==> src/rtl/request_distributor.sv <==
// ============================================================================
// request_distributor
// ----------------------------------------------------------------------------
// Purpose:
//   Takes one valid/ack request stream in which every beat carries a
//   destination index, and sends each beat to one of NUM_REQUEST output
//   ports. Each output port has its own small FIFO. When one consumer stalls,
//   only the beats addressed to that port are held back. Beats addressed to
//   other ports keep moving. This block usually sits on the response path
//   back to the requesters that an N-to-1 arbiter merged.
//
// Ports:
//   clk_in                    - clock; all state updates on the rising edge
//   reset_in                  - asynchronous, active-high reset
//   request_in                - incoming payload (W bits)
//   request_dest_in           - destination port index for request_in
//   request_valid_in          - incoming beat valid
//   issue_ack_out             - combinational; beat accepted at this edge
//   request_flatted_out       - head of FIFO i in slice [i*W +: W], zero if empty
//   request_valid_flatted_out - bit i set while FIFO i is non-empty
//   issue_ack_flatted_in      - bit i: consumer i takes the head of FIFO i
//   queue_full_flatted_out    - bit i set while FIFO i holds OUTPUT_QUEUE_SIZE
//   dest_error_out            - registered one-cycle pulse: out-of-range beat
//                               was dropped
// ============================================================================
module request_distributor #(
    parameter int SINGLE_REQUEST_WIDTH_IN_BITS = 64,
    parameter int NUM_REQUEST                  = 3,
    parameter int OUTPUT_QUEUE_SIZE            = 2,
    parameter int NUM_REQUEST_LOG2             = $clog2(NUM_REQUEST)
) (
    input  logic                                                clk_in,
    input  logic                                                reset_in,
    input  logic [SINGLE_REQUEST_WIDTH_IN_BITS-1:0]             request_in,
    input  logic [NUM_REQUEST_LOG2-1:0]                         request_dest_in,
    input  logic                                                request_valid_in,
    output logic                                                issue_ack_out,
    output logic [SINGLE_REQUEST_WIDTH_IN_BITS*NUM_REQUEST-1:0] request_flatted_out,
    output logic [NUM_REQUEST-1:0]                              request_valid_flatted_out,
    input  logic [NUM_REQUEST-1:0]                              issue_ack_flatted_in,
    output logic [NUM_REQUEST-1:0]                              queue_full_flatted_out,
    output logic                                                dest_error_out
);

    localparam int W     = SINGLE_REQUEST_WIDTH_IN_BITS;
    localparam int PTR_W = $clog2(OUTPUT_QUEUE_SIZE);
    localparam int CNT_W = PTR_W + 1;
    localparam logic [CNT_W-1:0] FULL_COUNT = CNT_W'(OUTPUT_QUEUE_SIZE);

    logic                   dest_in_range;
    logic                   dest_full;
    logic                   accept;
    logic [NUM_REQUEST-1:0] queue_full;

    // The compare uses one extra bit so that it stays correct when
    // NUM_REQUEST is an exact power of two. In that case every index value
    // that fits in the field is in range.
    assign dest_in_range = ({1'b0, request_dest_in} < (NUM_REQUEST_LOG2 + 1)'(NUM_REQUEST));

    // Pick the full flag of the addressed FIFO. The loop only matches legal
    // indices, so an out-of-range destination never indexes past the array.
    // Such a beat always sees "not full" and is simply dropped.
    always_comb begin
        dest_full = 1'b0;
        for (int i = 0; i < NUM_REQUEST; i++) begin
            if (request_dest_in == NUM_REQUEST_LOG2'(i)) begin
                dest_full = queue_full[i];
            end
        end
    end

    // Acceptance does not depend on a pop in the same cycle. A full FIFO
    // refuses the beat even when its head leaves at this edge. This keeps the
    // ack path free of the consumer-side ack.
    assign issue_ack_out = request_valid_in & (~dest_in_range | ~dest_full);
    assign accept        = request_valid_in & issue_ack_out;

    // An out-of-range beat is acked and discarded. The error flag is
    // registered so that it shows up as a one-cycle pulse in the cycle after
    // the drop.
    always_ff @(posedge clk_in or posedge reset_in) begin
        if (reset_in) begin
            dest_error_out <= 1'b0;
        end else begin
            dest_error_out <= accept & ~dest_in_range;
        end
    end

    genvar g;
    generate
        for (g = 0; g < NUM_REQUEST; g++) begin : g_fifo
            logic [W-1:0]     mem [OUTPUT_QUEUE_SIZE];
            logic [PTR_W-1:0] wr_ptr;
            logic [PTR_W-1:0] rd_ptr;
            logic [CNT_W-1:0] count;
            logic             push;
            logic             pop;

            assign push = accept & dest_in_range &
                          (request_dest_in == NUM_REQUEST_LOG2'(g));
            assign pop  = issue_ack_flatted_in[g] & (count != '0);

            // Pointer and occupancy bookkeeping. The pointers are exactly
            // log2(depth) bits wide, so they wrap on their own. A push and a
            // pop at the same edge move both pointers and leave the count
            // unchanged, so valid stays high without a bubble.
            always_ff @(posedge clk_in or posedge reset_in) begin
                if (reset_in) begin
                    wr_ptr <= '0;
                    rd_ptr <= '0;
                    count  <= '0;
                end else begin
                    if (push) begin
                        wr_ptr <= wr_ptr + PTR_W'(1);
                    end
                    if (pop) begin
                        rd_ptr <= rd_ptr + PTR_W'(1);
                    end
                    case ({push, pop})
                        2'b10:   count <= count + CNT_W'(1);
                        2'b01:   count <= count - CNT_W'(1);
                        default: count <= count;
                    endcase
                end
            end

            // The storage array has no reset. After a reset the pointers and
            // the count return to zero, so any old contents can never reach
            // the output. The output is forced to zero while the count is
            // zero.
            always_ff @(posedge clk_in) begin
                if (push) begin
                    mem[wr_ptr] <= request_in;
                end
            end

            assign request_valid_flatted_out[g] = (count != '0);
            assign queue_full[g]                = (count == FULL_COUNT);
            assign request_flatted_out[g*W +: W] = (count != '0) ? mem[rd_ptr] : '0;
        end
    endgenerate

    assign queue_full_flatted_out = queue_full;

endmodule

==> config.mk <==
export PLATFORM = sky130hd
export DESIGN_NAME = request_distributor
export DESIGN_NICKNAME = d
export VERILOG_FILES = /design/src/rtl/request_distributor.sv
export SDC_FILE = /design/constraint.sdc
export NUM_CORES = 1
export LEC_CHECK = 0
export ABC_AREA = 0
export BUFFER_PORTS_ARGS = -buffer_cell sky130_fd_sc_hd__buf_2
export CAP_MARGIN = 20
export CORE_MARGIN = 2
export CORE_UTILIZATION = 58
export CTS_BUF_LIST = sky130_fd_sc_hd__clkbuf_8
export CTS_CLUSTER_SIZE = 12
export DETAILED_ROUTE_END_ITERATION = 12
export GPL_TIMING_DRIVEN = 0
export PLACE_DENSITY_LB_ADDON = 0.12
export SYNTH_ARGS = -nofsm -noshare
export SYNTH_HDL_FRONTEND = slang
export SYNTH_SLANG_ARGS = --single-unit
==> constraint.sdc <==
create_clock -name clk_in -period 5 [get_ports clk_in]
set_clock_uncertainty 0.1 [all_clocks]
set_input_delay 0.5 -clock clk_in [delete_from_list [all_inputs] [get_ports clk_in]]
set_output_delay 0.5 -clock clk_in [all_outputs]
set_load 0.005 [all_outputs]
==> Implementation_results.wiki <==
{| class="wikitable"
! Metric !! Value
|-
| Run status || completed
|-
| Number of global-route vias before repair || 8395
|-
| Drt initial violations || roughly 690
|-
| Power dissipated by switching net loads || 0.00322 W
|-
| I/O Pins || 272
|-
| Routability Congestion || 0.751
|-
| Antenna violations before repair || 1
|-
| Pins over their slew limit || 0
|-
| Worst Tran Pin Value || 0.821 ns
|-
| Number of buffers inserted for hold repair after clock tree synthesis || 1
|-
| Die Wd || 165 um
|-
| Sequential share of the synthesized area || 0.787
|-
| Worst min-delay path category || input pin to flop
|-
| Setup repair after global routing missed its margin || false
|-
| Routed WL || 33800 um
|-
| Post-route total power || 0.00975 W
|-
| Cell Int Power || 0.00652 W
|-
| Multi-input gate area in the final layout || between 0.003 and 0.004 mm2
|-
| Port Buffer Count || 271
|-
| Largest net degree at the start of global routing || 27
|-
| Instance area at placement || 0.0172 mm2
|-
| Required time of the worst setup path || ~4.4 ns
|-
| Maximum clock frequency || 327 MHz
|-
| Overall via count from detail_route || 8416
|-
| Maximum Capacitance Violations || 0
|-
| Wire length of the first global-routing pass || 48500 um
|-
| Arrival time of the worst setup path || 2.46 ns
|-
| Post-synth net total || approximately 950
|-
| Critical path peak fanout || 10
|-
| Post-route standard cell area excluding fillers || 0.0183 mm2
|-
| Type of the worst setup path || flop to primary output
|-
| Total CTS buffers || 60
|-
| Fin Hold WS || approximately 0.054 ns
|-
| Gate Count Post-Synth || roughly 880
|-
| Fin. Hold Viols || 0
|-
| Global-route total usage across every layer || 0.247
|-
| TritonCTS clock tree || done
|-
| Number of setup violations in the final report || 0
|-
| Filler-free cell count of the finished design || 1604
|-
| Top post-synthesis cells by area || sky130_fd_sc_hd__edfxtp_1 (77%), sky130_fd_sc_hd__mux2i_1 (13%), sky130_fd_sc_hd__nor2_1 (5.1%)
|-
| Portion of synthesized cell area occupied by the leading cell type || 0.766
|-
| Number of placed instances with taps included || 1493
|-
| Number of unique standard cell types used by synthesis || 20
|-
| Kind of end point of the critical path || primary output
|-
| #FFs+latches synth || a little under 400
|-
| Power density of the placed cells || 533 mW/mm2
|-
| Placed wire-length estimate || around 23000 um
|-
| Synthesized area divided by synthesized cell count || between 15 and 20 um2
|-
| Clock latency at the later pin of the worst-skew pair || 0.57 ns
|-
| Starting density of the core || 0.595
|-
| Static power due to leakage || about 7.4 nW
|-
| Combinational share of power || 0.343
|-
| Peak supply drop || 0.298 mV
|-
| Final critical delay including setup and external delays || between 3 and 4 ns
|-
| Share of power burned in the clock network || 0.244
|-
| FILL cells || 1738
|-
| Area taken by flip-flops and latches || 0.0119 mm2
|-
| Vias per cell || 5.25
|-
| Number of buffers on the longest clock path || 3
|-
| Fraction of power spent switching nets || 0.331
|-
| Area grow syn2layout || 21.4%
|-
| Total gr overflow || 0
|-
| Die extent in y || 165 um
|-
| Fraction of layout cells with a size suffix above 1 || 0.306
|-
| Final ANT Viol Nets || 0
|-
| Place WS || 2.06 ns
|-
| Startpoint type of the worst setup path || flop
|-
| Top cell type by total area after synthesis || sky130_fd_sc_hd__edfxtp_1
|-
| Area enclosed by the die boundary || roughly 0.027 mm2
|-
| Detailed-route wire length per cell || 21.1 um
|-
| Period utilisation layout || 0.612
|-
| Number of instances resized during post-cts repair || 0
|-
| Clock tree sinks || 397
|-
| Root cell of the clock tree || sky130_fd_sc_hd__clkbuf_8
|-
| Total DRC errors in the routed layout || 0
|-
| Number of detailed-routing iterations run before antenna repair || 6
|-
| Reg clk slew, reported paths || 0.06 ns
|-
| Final #Nets || 1301
|-
| Post-synthesis instance area || 0.0151 mm2
|-
| Maximum level of the CTS H-tree || 2
|-
| Core Region || 0.0253 mm2
|-
| Warnings, synthesis || 0
|-
| FP Rows || 58
|-
| Final critical-path setup slack || 1.94 ns
|-
| Worst slew margin relative to its limit || 0.451
|-
| Sequential Power Share || 0.414
|-
| Post-CTS Setup Repair Bufs || 0
|}
[registers in the layout, summed over array words and instances (netlist names)]
name            flops
g_fifo.rd_ptr       3
g_fifo.mem        384
g_fifo.count        6
g_fifo.wr_ptr       3
dest_error_out      1
[through the flow]
stage	TNS, ns	util
final	0	0.722
after global routing	0	0.722
after CTS	0	0.722
after detailed placement	0	0.679
after global placement	-673.51	0.665
after floorplan	0	-
[worst max-delay path: stages, from the launching register on]
cell and delay, ns:
sky130_fd_sc_hd__dfrtp_1 0.43, sky130_fd_sc_hd__nor2_1 0.15, sky130_fd_sc_hd__buf_2 0.31, sky130_fd_sc_hd__buf_1 0.64
sky130_fd_sc_hd__nor2_1 0.18, sky130_fd_sc_hd__buf_2 0.18
[cells in the mapped netlist]
| cell type | instances |
|---|---|
| sky130_fd_sc_hd__xnor2_1 | 7 |
| sky130_fd_sc_hd__or3_1 | 1 |
| sky130_fd_sc_hd__or4b_1 | 2 |
| sky130_fd_sc_hd__o211a_1 | 1 |
| sky130_fd_sc_hd__nand2_1 | 1 |
| sky130_fd_sc_hd__inv_1 | 8 |
| sky130_fd_sc_hd__xor2_1 | 6 |
| sky130_fd_sc_hd__edfxtp_1 | 384 |
| sky130_fd_sc_hd__clkbuf_1 | 2 |
| sky130_fd_sc_hd__xnor2_2 | 2 |
| sky130_fd_sc_hd__nor2_1 | 205 |
| sky130_fd_sc_hd__ha_1 | 3 |
| sky130_fd_sc_hd__buf_1 | 17 |
| sky130_fd_sc_hd__nand3_1 | 1 |
| sky130_fd_sc_hd__and2_1 | 3 |
| sky130_fd_sc_hd__nor2b_1 | 1 |
| sky130_fd_sc_hd__buf_2 | 26 |
| sky130_fd_sc_hd__dfrtp_1 | 13 |
| sky130_fd_sc_hd__mux2i_1 | 193 |
| sky130_fd_sc_hd__nor2b_2 | 2 |
[per-layer routing]
layer,wire (um),up-vias,global-route usage
li1,-,3937,-
met1,13700,4066,0.329
met2,16400,358,0.405
met3,2920,55,0.0639
met4,760,0,0.0759
met5,0,-,0
[cell usage in the layout (no fill, tap or decap)]
master and instances:
sky130_fd_sc_hd__and2_1 3, sky130_fd_sc_hd__buf_1 17, sky130_fd_sc_hd__buf_12 10, sky130_fd_sc_hd__buf_16 4, sky130_fd_sc_hd__buf_2 297, sky130_fd_sc_hd__bufinv_16 1, sky130_fd_sc_hd__clkbuf_1 2, sky130_fd_sc_hd__clkbuf_8 64
sky130_fd_sc_hd__clkinv_1 18, sky130_fd_sc_hd__clkinv_2 3, sky130_fd_sc_hd__dfrtp_1 13, sky130_fd_sc_hd__diode_2 1, sky130_fd_sc_hd__dlygate4sd3_1 1, sky130_fd_sc_hd__edfxtp_1 384, sky130_fd_sc_hd__ha_1 3, sky130_fd_sc_hd__inv_1 30
sky130_fd_sc_hd__inv_6 1, sky130_fd_sc_hd__mux2i_1 193, sky130_fd_sc_hd__nand2_1 1, sky130_fd_sc_hd__nand3_1 1, sky130_fd_sc_hd__nor2_1 199, sky130_fd_sc_hd__nor2_4 6, sky130_fd_sc_hd__nor2b_1 1, sky130_fd_sc_hd__nor2b_2 2
sky130_fd_sc_hd__o211a_1 1, sky130_fd_sc_hd__or3_1 1, sky130_fd_sc_hd__or4b_1 2, sky130_fd_sc_hd__xnor2_1 7, sky130_fd_sc_hd__xnor2_2 2, sky130_fd_sc_hd__xor2_1 6
[cells by family after synthesis]
family,synth area share
buffers and inverters,0.0154
AOI/OAI and AO/OA,0.000665
and+or+nand+nor,0.0562
xor gates and xnor gates,0.00972
adders and majority gates,0.00249
DFF,0.787
muxes,0.128
[power by group through the flow]
| stage | logic [W] | clock network (W) | registers [W] |
|---|---|---|---|
| 6_report | 0.00334 | 0.00238 | 0.00403 |
| 3_3_place_gp | 0.00328 | 0 | 0.00412 |
| 5_1_grt | 0.00364 | 0.00256 | 0.00405 |
| 2_1_floorplan | 0.00180 | 0 | 0.00410 |
| 3_5_place_dp | 0.00338 | 0 | 0.00410 |
| 4_1_cts | 0.00339 | 0.00243 | 0.00403 |
[final timing paths]
path / from / cells after the start / slack [ns] / endpoint
min in group asynchronous: reset_in / 3 / 0.40 / g_fifo[0].wr_ptr
hold reg to reg: g_fifo[2].count[1] / 1 / 0.39 / g_fifo[2].count[1]
setup / recovery: g_fifo[2].count[0] / 5 / 1.94 / request_flatted_out[159]
setup reg to reg: g_fifo[1].count[1] / 6 / 2.24 / g_fifo[1].mem[1][47]
max in group asynchronous: reset_in / 3 / 4.05 / g_fifo[1].wr_ptr
hold / removal: request_in[29] / 1 / 0.05 / g_fifo[0].mem[1][29]
[cell type report]
| type | instances | share of cell area |
|---|---|---|
| Buffer | 45 | 0.0110 |
| Clock buffer | 64 | 0.0482 |
| Tap cell | 330 | 0.0226 |
| Inverter | 8 | 0.00164 |
| Antenna cell | 1 | 0.000137 |
| Clock inverter | 45 | 0.0112 |
| Multi-Input combinational cell | 428 | 0.165 |
| Timing Repair Buffer | 286 | 0.0917 |
| Sequential cell | 397 | 0.649 |
(Power assumes the default switching activity.)
